File: src/rtl/tcp_pkg.sv
// Shared definitions for the TCP header parser.
// Holds the parser FSM state encoding, the word positions of the fixed
// TCP header inside the 32-bit segment word stream, and the minimum legal
// data offset (in 32-bit words).
package tcp_pkg;

    // Parser FSM states
    typedef enum logic [2:0] {
        ST_IDLE = 3'd0,
        ST_HDR  = 3'd1,
        ST_OPT  = 3'd2,
        ST_PAY  = 3'd3,
        ST_DROP = 3'd4
    } tcp_state_t;

    // Word indices of the fixed 20-byte header
    localparam logic [3:0] W_PORTS = 4'd0;
    localparam logic [3:0] W_SEQ   = 4'd1;
    localparam logic [3:0] W_ACK   = 4'd2;
    localparam logic [3:0] W_CTRL  = 4'd3;
    localparam logic [3:0] W_CSUM  = 4'd4;

    // First option word follows the fixed header
    localparam logic [3:0] W_OPT_FIRST = 4'd5;

    // Smallest data offset that still covers the fixed header
    localparam logic [3:0] MIN_DATA_OFF = 4'd5;

    // Word counter saturation value
    localparam logic [3:0] WCNT_MAX = 4'd15;

endpackage

File: src/rtl/tcp_header_parser.sv
// tcp_header_parser
// Splits a big-endian 32-bit TCP segment word stream into header fields,
// an option word stream and a payload word stream. No backpressure: every
// cycle with in_valid=1 consumes one word.
//
// Ports
//   clk, reset        : clock, asynchronous active-low reset
//   in_data/valid/sop/eop : segment word stream, header word 0 at in_sop
//   src_port .. urg_ptr   : captured header fields, held until overwritten
//   hdr_valid         : one-cycle pulse once the fixed header is complete
//   opt_*             : option words, 1-cycle latency, sop/eop framed
//   pay_*             : payload words, 1-cycle latency
//   hdr_err           : pulse when data_off < 5
//   trunc_err         : pulse when a segment ends or restarts too early
module tcp_header_parser
    import tcp_pkg::*;
(
    input  logic        clk,
    input  logic        reset,
    input  logic [31:0] in_data,
    input  logic        in_valid,
    input  logic        in_sop,
    input  logic        in_eop,
    output logic [15:0] src_port,
    output logic [15:0] dst_port,
    output logic [31:0] seq_num,
    output logic [31:0] ack_num,
    output logic [3:0]  data_off,
    output logic [8:0]  flags,
    output logic [15:0] window,
    output logic [15:0] checksum,
    output logic [15:0] urg_ptr,
    output logic        hdr_valid,
    output logic [31:0] opt_data,
    output logic        opt_valid,
    output logic        opt_sop,
    output logic        opt_eop,
    output logic [31:0] pay_data,
    output logic        pay_valid,
    output logic        pay_eop,
    output logic        hdr_err,
    output logic        trunc_err
);

    tcp_state_t state, state_next;
    logic [3:0] wcnt, wcnt_next, wcnt_inc;
    logic       ld_ports, ld_seq, ld_ack, ld_ctrl, ld_csum;
    logic       hdr_valid_n, hdr_err_n, trunc_err_n;
    logic       opt_valid_n, opt_sop_n, opt_eop_n;
    logic       pay_valid_n, pay_eop_n;
    logic       opt_last;

    assign wcnt_inc = (wcnt == WCNT_MAX) ? WCNT_MAX : wcnt + 4'd1;
    // The option area ends on word data_off-1; data_off is already
    // registered by the time any option word arrives.
    assign opt_last = (wcnt == data_off - 4'd1);

    // Next-state and next-output decode. A start-of-segment word always
    // wins and restarts header capture; everything else depends on state.
    always_comb begin
        state_next  = state;
        wcnt_next   = wcnt;
        ld_ports    = 1'b0;
        ld_seq      = 1'b0;
        ld_ack      = 1'b0;
        ld_ctrl     = 1'b0;
        ld_csum     = 1'b0;
        hdr_valid_n = 1'b0;
        hdr_err_n   = 1'b0;
        trunc_err_n = 1'b0;
        opt_valid_n = 1'b0;
        opt_sop_n   = 1'b0;
        opt_eop_n   = 1'b0;
        pay_valid_n = 1'b0;
        pay_eop_n   = 1'b0;

        if (in_valid) begin
            if (in_sop) begin
                ld_ports    = 1'b1;
                trunc_err_n = (state != ST_IDLE) && (state != ST_DROP);
                if (in_eop) begin
                    trunc_err_n = 1'b1;
                    state_next  = ST_IDLE;
                end else begin
                    state_next = ST_HDR;
                    wcnt_next  = W_SEQ;
                end
            end else begin
                case (state)
                    ST_HDR: begin
                        wcnt_next = wcnt_inc;
                        ld_seq    = (wcnt == W_SEQ);
                        ld_ack    = (wcnt == W_ACK);
                        if (wcnt == W_CTRL) begin
                            ld_ctrl = 1'b1;
                            if (in_data[31:28] < MIN_DATA_OFF) begin
                                hdr_err_n  = 1'b1;
                                state_next = in_eop ? ST_IDLE : ST_DROP;
                            end else if (in_eop) begin
                                trunc_err_n = 1'b1;
                                state_next  = ST_IDLE;
                            end
                        end else if (wcnt == W_CSUM) begin
                            ld_csum     = 1'b1;
                            hdr_valid_n = 1'b1;
                            if (in_eop) begin
                                // Header is whole, but promised options are missing
                                trunc_err_n = (data_off > MIN_DATA_OFF);
                                state_next  = ST_IDLE;
                            end else begin
                                state_next = (data_off > MIN_DATA_OFF) ? ST_OPT : ST_PAY;
                            end
                        end else if (in_eop) begin
                            trunc_err_n = 1'b1;
                            state_next  = ST_IDLE;
                        end
                    end
                    ST_OPT: begin
                        wcnt_next   = wcnt_inc;
                        opt_valid_n = 1'b1;
                        opt_sop_n   = (wcnt == W_OPT_FIRST);
                        if (opt_last) begin
                            opt_eop_n  = 1'b1;
                            state_next = in_eop ? ST_IDLE : ST_PAY;
                        end else if (in_eop) begin
                            trunc_err_n = 1'b1;
                            state_next  = ST_IDLE;
                        end
                    end
                    ST_PAY: begin
                        pay_valid_n = 1'b1;
                        pay_eop_n   = in_eop;
                        if (in_eop) begin
                            state_next = ST_IDLE;
                        end
                    end
                    ST_DROP: begin
                        if (in_eop) begin
                            state_next = ST_IDLE;
                        end
                    end
                    default: ;
                endcase
            end
        end

        if (state_next == ST_IDLE) begin
            wcnt_next = W_PORTS;
        end
    end

    // State, counter and all registered outputs. Header fields only load
    // on their own word so they hold between segments.
    always_ff @(posedge clk or negedge reset) begin
        if (!reset) begin
            state     <= ST_IDLE;
            wcnt      <= W_PORTS;
            src_port  <= '0;
            dst_port  <= '0;
            seq_num   <= '0;
            ack_num   <= '0;
            data_off  <= '0;
            flags     <= '0;
            window    <= '0;
            checksum  <= '0;
            urg_ptr   <= '0;
            hdr_valid <= 1'b0;
            opt_data  <= '0;
            opt_valid <= 1'b0;
            opt_sop   <= 1'b0;
            opt_eop   <= 1'b0;
            pay_data  <= '0;
            pay_valid <= 1'b0;
            pay_eop   <= 1'b0;
            hdr_err   <= 1'b0;
            trunc_err <= 1'b0;
        end else begin
            state     <= state_next;
            wcnt      <= wcnt_next;
            hdr_valid <= hdr_valid_n;
            hdr_err   <= hdr_err_n;
            trunc_err <= trunc_err_n;
            opt_valid <= opt_valid_n;
            opt_sop   <= opt_sop_n;
            opt_eop   <= opt_eop_n;
            pay_valid <= pay_valid_n;
            pay_eop   <= pay_eop_n;
            if (ld_ports) begin
                src_port <= in_data[31:16];
                dst_port <= in_data[15:0];
            end
            if (ld_seq) begin
                seq_num <= in_data;
            end
            if (ld_ack) begin
                ack_num <= in_data;
            end
            if (ld_ctrl) begin
                data_off <= in_data[31:28];
                flags    <= in_data[24:16];
                window   <= in_data[15:0];
            end
            if (ld_csum) begin
                checksum <= in_data[31:16];
                urg_ptr  <= in_data[15:0];
            end
            if (opt_valid_n) begin
                opt_data <= in_data;
            end
            if (pay_valid_n) begin
                pay_data <= in_data;
            end
        end
    end

endmodule

File: config.mk
export PLATFORM = sky130hd
export DESIGN_NAME = tcp_header_parser
export DESIGN_NICKNAME = d
export VERILOG_FILES = /design/src/rtl/tcp_pkg.sv /design/src/rtl/tcp_header_parser.sv
export SDC_FILE = /design/constraint.sdc
export NUM_CORES = 1
export LEC_CHECK = 0
export ABC_CLOCK_PERIOD_IN_PS = 2400
export CAP_MARGIN = 30
export CELL_PAD_IN_SITES_DETAIL_PLACEMENT = 1
export CELL_PAD_IN_SITES_GLOBAL_PLACEMENT = 1
export CORE_UTILIZATION = 39
export CTS_CLUSTER_SIZE = 14
export DETAILED_ROUTE_END_ITERATION = 8
export PLACE_DENSITY_LB_ADDON = 0.1
export SLEW_MARGIN = 20
export SYNTH_ARGS = -nofsm -noshare
export SYNTH_HDL_FRONTEND = slang
export SYNTH_SLANG_ARGS = --single-unit
File: constraint.sdc
create_clock -name clk -period 2.4 [get_ports clk]
set_input_delay 0.36 -clock clk [delete_from_list [all_inputs] [get_ports clk]]
set_output_delay 0.36 -clock clk [all_outputs]
set_load 0.02 [all_outputs]
# Yosys cells after proc, flatten, opt, wreduce, memory -nomap -nowiden
# Cells that the tools add are included.
# Widths: inputs -> output; s select.
[word_totals] output_inout_bits=229 reg_bits=236 rom_bits=0 memories=0 latchBits=0 ramBits=0
[op_classes] mux=67 n_reduce_logical=8 n_shift=0 eq_ne=13 n_addsub=2 div=0 order_cmp=2 n_bitwise=0 mul=0
[op_table] op="$mux 1" n=49
[op_table] op="$mux 3" n=8
[op_table] op="$mux 4" n=6
[op_table] op="$pmux 3 s3" n=1
[op_table] op="$eq 4x2->1 const B" n=2
[op_table] op="$eq 4x3->1 const B" n=2
[op_table] op="$eq 3x2->1 const B" n=2
[op_table] op="$reduce_bool 3->1" n=2
[op_table] op="$add 4x1->4 const B" n=1
[op_table] op="$eq 4x1->1 const B" n=1
[op_table] op="$eq 4x4->1" n=1
[op_table] op="$eq 4x4->1 const B" n=1
[op_table] op="$gt 4x3->1 const B" n=1
[op_table] op="$lt 4x3->1 const B" n=1
[op_table] op="$mux 2" n=2
[op_table] op="$reduce_or 2->1" n=2
[op_table] op="$sub 4x1->4 const B" n=1
[op_table] op="$eq 3x1->1 const B" n=1
[op_table] op="$eq 3x3->1 const B" n=1
[op_table] op="$logic_not 3->1" n=1
[op_table] op="$ne 3x2->1 const B" n=1
[op_table] op="$ne 3x3->1 const B" n=1
[op_table] op="$reduce_and 3->1" n=1
[op_table] op="$pmux 1 s2" n=1
[op_table] op="other kinds (2)" n=2

# Depth between registers and ports, before layout
# Gate-level depths: netlist (run 1).
[depth] word_depth=11 mapped_depth=8 ltp_nobuf=7

# Worst setup path after synthesis (run 1)
# OpenSTA, ideal clock, no wires.
[synth_timing] kind="reg2reg" startpoint="reg data_off[0]" endpoint="reg wcnt[3]" t_required_ns=2.272 path_stages_with_launch=8 setup_time_ns=0.128 arrival_time_ns=2.029 slack_ns=0.243 cell_sequence="dfrtp_1 inv_1 ha_1 nor3b_1 o2bb2ai_1 a311oi_1 or4b_1 nor3b_1"
[synth_between] elab_chain_len=11
[synth_lines] element="from (decl)" line="tcp_header_parser.sv:28" rtl="output logic [3:0] data_off,"
[synth_lines] element="from (signal assigned)" line="tcp_header_parser.sv:199" rtl="data_off <= in_data[31:28];"
[synth_lines] element="$gt 4x3->1" line="tcp_header_parser.sv:111" rtl="state_next = (data_off > MIN_DATA_OFF) ? ST_OPT : ST_PAY;"
[synth_lines] element="$mux 1" line="tcp_header_parser.sv:111"
[synth_lines] element="$mux 2" line="tcp_header_parser.sv:106" rtl="if (in_eop) begin"
[synth_lines] element="$mux 3" line="tcp_header_parser.sv:103" rtl="end else if (wcnt == W_CSUM) begin"
[synth_lines] element="$mux 3" line="tcp_header_parser.sv:94" rtl="if (wcnt == W_CTRL) begin"
[synth_lines] element="$pmux 3 s3 (*)" line="tcp_header_parser.sv:89" rtl="case (state)"
[synth_lines] element="$mux 3 (*)" line="tcp_header_parser.sv:78" rtl="if (in_sop) begin"
[synth_lines] element="$mux 3 (*)" line="tcp_header_parser.sv:77" rtl="if (in_valid) begin"
[synth_lines] element="$logic_not 3->1 (*)" line="tcp_header_parser.sv:147" rtl="if (state_next == ST_IDLE) begin"
[synth_lines] element="$ne 3x2->1 (no line) (tied with other cells)"
[synth_lines] element="$reduce_and 3->1 (no line)"
[synth_lines] element="to (signal assigned)" line="tcp_header_parser.sv:179" rtl="wcnt <= wcnt_next;"
[synth_lines] element="to (decl)" line="tcp_header_parser.sv:46" rtl="logic [3:0] wcnt, wcnt_next, wcnt_inc;"
# Every way passes the cells marked *; elsewhere a longest branch is shown, timed or not.
# A chain may end at the register's enable or synchronous reset.

# Worst setup path in the final report (run 1)
[layout_timing] startpoint="reg wcnt[1]" endpoint="reg wcnt[3]"
[layout_between] elab_chain_len=9
[layout_lines] element="$eq 4x3->1" line="tcp_header_parser.sv:103"
[layout_lines] element="$mux 3" line="tcp_header_parser.sv:103"
[layout_lines] element="$mux 3" line="tcp_header_parser.sv:94"
[layout_lines] element="$pmux 3 s3" line="tcp_header_parser.sv:89"
[layout_lines] element="$mux 3" line="tcp_header_parser.sv:78"
[layout_lines] element="$mux 3" line="tcp_header_parser.sv:77"
[layout_lines] element="$logic_not 3->1" line="tcp_header_parser.sv:147"
[layout_lines] element="$ne 3x2->1 (no line) (tied with other cells)"
[layout_lines] element="$reduce_and 3->1 (no line)"
# Parallel ways exist; a longest one is shown, timed or not. The select of a mux whose other input is x is not followed.

==> run_results.csv, run 1 <==
group,metric,value,unit
synthesis,synth_most_common_cell,"dfrtp_1",
worst_setup_path,end_kind,"flip-flop",
routing,viasPerCell,5.034,
cts,cts_tree,"yes",
cts,clk_latency,0.52,ns
global_routing,antenna_found_initial,0,
pwr,p_leak,6.230,nW
finish,final_core_util,58.59,%
synthesis,ys_ff_latch,236,
floorplan,initial_core_util,40.23,%
timing,maxSlewHeadroom,58.89,%
floorplan,die_w,155.5,µm
cts,clk_pin_slew,0.06,ns
timing,slew_viol_final,0,
flow_run,maxCapViolCount,0,
timing,period_needed,2.272,ns
worst_setup_path,crit_required,2.79,ns
synthesis,synthTopCellsByArea,"dfrtp_1 (64%), mux2_2 (26%), mux2_1 (1.2%)",
worst_setup_path,start_kind,"flip-flop",
routing,remaining_drc_errors,0,
cts,cts_buffer_depth,3,
floorplan,dieArea,24180,µm²
synthesis,yosysTopAreaCell,"dfrtp_1",
synthesis,ys_types,47,
pwr,power.density,743.7,nW/µm²
routing,num_vias,6056,
worst_setup_path,path_class,"reg -> reg",
synthesis,synth_top_area_share,64.25,%
timing,hold_slack,0.4197,ns
routing,routedWlPerCell,22.23,µm
routing,ant_nets,0,
floorplan,ioPinCount,266,
placement,post-dp-hpwl,18080,µm
synthesis,synth_top_family_by_area,"multiplexers",
global_routing,grt_pass1_wl,41530,µm
floorplan,die_h,155.5,µm
global_routing,track_usage,22.72,%
finish,seqCellArea,5906,µm²
timing,worst_pin_slew,0.6167,ns
synthesis,ys_seq_area_share,64.25,%
cts,numClockSinks,236,
timing,rsz0062_at_grt,"no",
finish,syn_to_final_growth,45.64,%
cts,htreeDepth,1,
global_routing,grt_max_degree,77,
synthesis,synth_xor_area_share,0.5717,%
synthesis,synthCells,579,
min_path,worst_hold_path_type,"in -> async",
worst_setup_path,path_buf_inv,1,
cts,cts_setup_buffers,0,
routing,drt_iter0_markers,139,
finish,multi_input_area,3136,µm²
synthesis,ys_top_cells_by_count,"dfrtp_1 (236), mux2_2 (211), buf_2 (16), clkbuf_1 (10), mux2_1 (10)",
synthesis,yosysWarnings,0,
worst_setup_path,cp_cell_sequence,"inv_1 -> ha_1 -> nand3b_1 -> o2bb2ai_1 -> a311oi_1 -> or4b_1 -> nor3b_1",
worst_setup_path,worstPathArrival,2.66,ns
synthesis,synthesis.nets,622,
synthesis,avgSynthCellArea,15.87,µm²
worst_setup_path,slowest_stage,"or4b_1",
timing,setup_viol,0,
routing,firstDrtPassIters,4,
global_routing,first_global_vias,6814,
timing,clock_skew,0.01668,ns
timing,period_share,94.68,%
global_routing,globalRoute.totalOverflow,0,
worst_setup_path,critPathMaxFanout,5,
synthesis,ys.flop_type,"dfrtp_1",
cts,cts-root-buf,"clkbuf_16",
cts,cts_buffers,25,
worst_setup_path,crit_family,"simple AND/OR/NAND/NOR gates",
finish,drive_gt1_share,33.15,%
finish,nNetsFinal,915,
synthesis,synth_mux_area_share,27.29,%
floorplan,core_area,22850,µm²
synthesis,synthAdderAreaFrac,0.8168,%
synthesis,async_flop_share,100.0,%
finish,diodes,0,
pwr,ir_worst_vdd,496.3,µV
finish,fill_cells,2167,
synthesis,synth_area,9191,µm²
synthesis,synth_edf_count,0,
run_status,status,"complete, no violations",
synthesis,yosys.area_share.simple,3.471,%
floorplan,row_count,55,
placement,gp_congestion,0.8021,
timing,timing.fmax,440.1,MHz
worst_setup_path,slowest_delay,0.55,ns
placement,io_buffers,265,
routing,finalWirelength,26740,µm
timing,hold_viol,0,
synthesis,synth_compound_area_share,1.661,%
[flip-flops by register name, indices dropped and copies added, names as in the netlist, 32 cells and up]
register and flops:
ack_num 32, seq_num 32, opt_data 32, pay_data 32
[worst paths after layout]
kind                       startpoint            to  slack (ns)  cells past startpoint
min reg2reg                 window[0]     window[0]        0.49                      1
max reg2reg                   wcnt[1]       wcnt[3]        0.13                      7
max                           wcnt[1]       wcnt[3]        0.13                      7
max in group asynchronous       reset   src_port[0]        1.20                      3
min                             reset  src_port[11]        0.42                      2
min in group clk            window[0]     window[0]        0.49                      1
[worst reg2reg max path: cells and delay by family (launching register included)]
family / cells / cell delay, ns
buffers and inverters: 1 / 0.14
DFF: 1 / 0.45
AOI/OAI and AO/OA: 2 / 0.48
and+or+nand+nor: 3 / 0.85
adders and majority gates: 1 / 0.23
[placed cells by master, fill, tap and decap left out, types with 5 or more instances in the layout]
master,count
xnor2_1,6
clkbuf_8,7
clkbuf_16,25
nor2_1,5
clkdlybuf4s50_1,264
mux2_2,211
ha_1,6
clkinv_2,6
a21oi_1,5
buf_4,17
dfrtp_1,236
buf_12,12
nand2_2,5
mux2_1,10
inv_1,8
[cells by family (layout without fill, tap and decap cells)]
kind of cell,after synthesis,after routing
AND/OR/NAND/NOR,49,49
AO/OA/AOI/OAI,22,22
adder cells (fa/ha/maj),6,6
flip-flops,236,236
multiplexers,223,223
XOR/XNOR,6,6
buffers and inverters,37,348
[area by class of cell]
type,instances,area share [%]
Clock buffer,34,5.449
Sequential cell,236,44.12
Clock inverter,11,1.187
Timing Repair Buffer,295,22.67
Inverter,8,0.2243
Multi-Input combinational cell,306,23.42
Tap cell,313,2.926
[report_power, final]
part           leakage [nW]  internal (W)  switching (W)  total [W]
clock                 0.445       0.00255        0.00156    0.00411
sequential             3.18       0.00424       0.000148    0.00439
combinational          2.60      0.000714       0.000746    0.00146
total                  6.23       0.00750        0.00245    0.00996
[per-layer routing]
| metal | part of all wire (%) | routed length, µm | track usage, % | vias up |
|---|---|---|---|---|
| li1 | - | - | - | 2660 |
| met3 | 7.3 | 1947 | 6.713 | 32 |
| met1 | 41 | 10920 | 28.19 | 3167 |
| met2 | 50 | 13390 | 39.06 | 197 |
| met5 | 0 | 0 | 0 | - |
| met4 | 1.8 | 476 | 5.135 | 0 |
[stage by stage]
step	cells	TNS (ns)	worst slack, ns	total power [W]	area (µm²)
final	1203	0	0.1277	0.009956	13390
after CTS	1203	0	0.03324	0.01009	13380
after floorplan	579	0	0.2429	0.005039	9191
after detailed placement	1157	-0.01248	-0.01248	0.005921	12480
after global placement	1157	0	0.02703	0.005864	12480
after global routing	1203	0	0.01216	0.01033	13390
[timing repair]
item / in CTS / in global routing
endpoints found under the setup margin: 0 / 4
resized for setup: 0 / 1
hold endpoints to repair: 71 / 0
hold buffers: 1 / 0
No activity file was read; power rests on OpenSTA's default activity.
==> inputs of run 2 (changes only) <==
CORE_UTILIZATION = 40   (was 39)
CTS_BUF_LIST = sky130_fd_sc_hd__clkbuf_8   (was default)
==> run 2 against run 1 <==
  * Sequential share of layout area grew 0.61 points
  * Largest power group unchanged
  * Critical endpoint unchanged
  * Flip-flop and latch count is the same
  * Global-route usage grew 0.36 points
==> run_results.csv, run 2 (synthesis gave the netlist of run 1 again) <==
group,metric,value,unit
run_status,status,"complete, no violations",
routing,remaining_drc_errors,0,
worst_setup_path,end_kind,"flip-flop",
worst_setup_path,path_class,"reg -> reg",
pwr,ir_worst_vdd,417.0,µV
worst_setup_path,slowest_delay,0.52,ns
worst_setup_path,start_kind,"flip-flop",
finish,final_core_util,58.51,%
cts,cts-root-buf,"clkbuf_8",
floorplan,row_count,55,
placement,gp_congestion,0.8030,
global_routing,antenna_found_initial,0,
timing,setup_viol,0,
finish,syn_to_final_growth,43.70,%
placement,pre_cts_ws,-0.06599,ns
routing,ant_nets,0,
cts,numClockSinks,236,
floorplan,dieArea,23590,µm²
floorplan,die_w,153.6,µm
placement,io_buffers,265,
pwr,power.density,699.6,nW/µm²
routing,viasPerCell,5.071,
timing,rsz0062_at_grt,"no",
worst_setup_path,reg2regPathDepth,5,
worst_setup_path,critPathMaxFanout,11,
min_path,worst_hold_path_type,"in -> async",
flow_run,maxCapViolCount,0,
global_routing,globalRoute.totalOverflow,0,
timing,slew_viol_final,0,
cts,htreeDepth,2,
timing,worst_slack,0.08878,ns
global_routing,first_global_vias,6940,
routing,finalWirelength,26390,µm
global_routing,grt_max_degree,72,
timing,period_needed,2.311,ns
worst_setup_path,r2r_setup_slack,0.09,ns
timing,hold_viol,0,
cts,cts_buffers,41,
cts,cts_buffer_depth,3,
finish,final_common_cell,"clkdlybuf4s50_1",
global_routing,grt_pass1_wl,41660,µm
worst_setup_path,reg2reg_from,"state[0]",
global_routing,track_usage,23.09,%
timing,period_share,96.30,%
floorplan,die_h,153.6,µm
timing,maxSlewHeadroom,60.12,%
worst_setup_path,cp_cell_sequence,"or3b_1 -> o22ai_1 -> nand4_1 -> mux2i_1 -> nor3b_1",
worst_setup_path,crit_path_start,"state[0]",
worst_setup_path,worstPathArrival,2.72,ns
finish,layout_common_cells,"clkdlybuf4s50_1 (264), dfrtp_1 (235), mux2_2 (211)",
worst_setup_path,crit_required,2.81,ns
routing,routedWlPerCell,21.94,µm
timing,worst_pin_slew,0.5981,ns
worst_setup_path,slowest_stage,"or3b_1",
routing,firstDrtPassIters,6,
cts,clk_pin_slew,0.06,ns
floorplan,core_area,22570,µm²
floorplan,initial_core_util,40.72,%
placement,post-dp-hpwl,18190,µm
routing,drt_iter0_markers,158,
worst_setup_path,worstSetupEndpoint,"wcnt[3]",
cts,clk_latency,0.54,ns
floorplan,ioPinCount,266,
timing,timing.fmax,432.7,MHz
pwr,p_leak,6.232,nW
worst_setup_path,timing.rr.end,"wcnt[3]",
finish,diodes,0,
finish,drive_gt1_share,33.55,%
cts,cts_tree,"yes",
timing,clock_skew,0.02207,ns
routing,num_vias,6101,
finish,nNetsFinal,935,
==> run 2: layout make-up <==
type,instances,area [µm²]
clock inverter,20,82.58
fill,2157,9364
inverter,8,30.03
clock buffer,49,674.4
timing repair buffer,299,3015
multi-input combinational,306,3142
sequential,236,5907
tap,285,356.6
==> run 2: worst min-delay path by stage <==
| stage | to | depth (start not counted) |
|---|---|---|
| after floorplan | ack_num[0] | 0 |
| after global placement | opt_data[23] | 1 |
| after detailed placement | seq_num[27] | 1 |
| after CTS | seq_num[26] | 2 |
| after global routing | flags[7] | 2 |
| final | flags[7] | 2 |
==> run 2: through the flow <==
step | TNS, ns | instances | power, W | hold WS, ns | cell area [µm²]
after global routing | 0 | 1203 | 0.009636 | 0.4346 | 13210
after CTS | 0 | 1203 | 0.009375 | 0.4227 | 13200
after global placement | 0 | 1133 | 0.005862 | 0.3711 | 12430
final | 0 | 1203 | 0.009240 | 0.4070 | 13210
after detailed placement | -0.7650 | 1133 | 0.005916 | 0.3854 | 12430
after floorplan | 0 | 579 | 0.005039 | 0.06441 | 9191
==> run 2: per-layer routing <==
layer | wire [µm] | track usage [%]
met1 | 10540 | 27.80
met2 | 13240 | 39.39
met4 | 585 | 6.762
met3 | 2024 | 7.582
met5 | 0 | 0
==> run 2: critical path: cells and delay by family (launching register included) <==
| family | cells | cell delay, ns |
|---|---|---|
| AOI/OAI and AO/OA | 1 | 0.51 |
| DFF | 1 | 0.50 |
| muxes | 1 | 0.18 |
| and+or+nand+nor | 3 | 1.01 |
==> run 2: repair_timing <==
item / CTS / global route
setup endpoints to repair: 1 / 1
buffers inserted: 0 / 0
resized for setup: 1 / 2
endpoints found under the hold margin: 65 / 0
hold buffers: 1 / 0
cloned: 0 / 0
==> run 2: report_power, final <==
part | total, W | internal (W) | switching [W] | leakage [nW]
combinational | 0.00145 | 0.000713 | 0.000734 | 2.60
clock | 0.00340 | 0.00183 | 0.00157 | 0.448
sequential | 0.00439 | 0.00424 | 0.000149 | 3.18
total | 0.00924 | 0.00678 | 0.00246 | 6.23
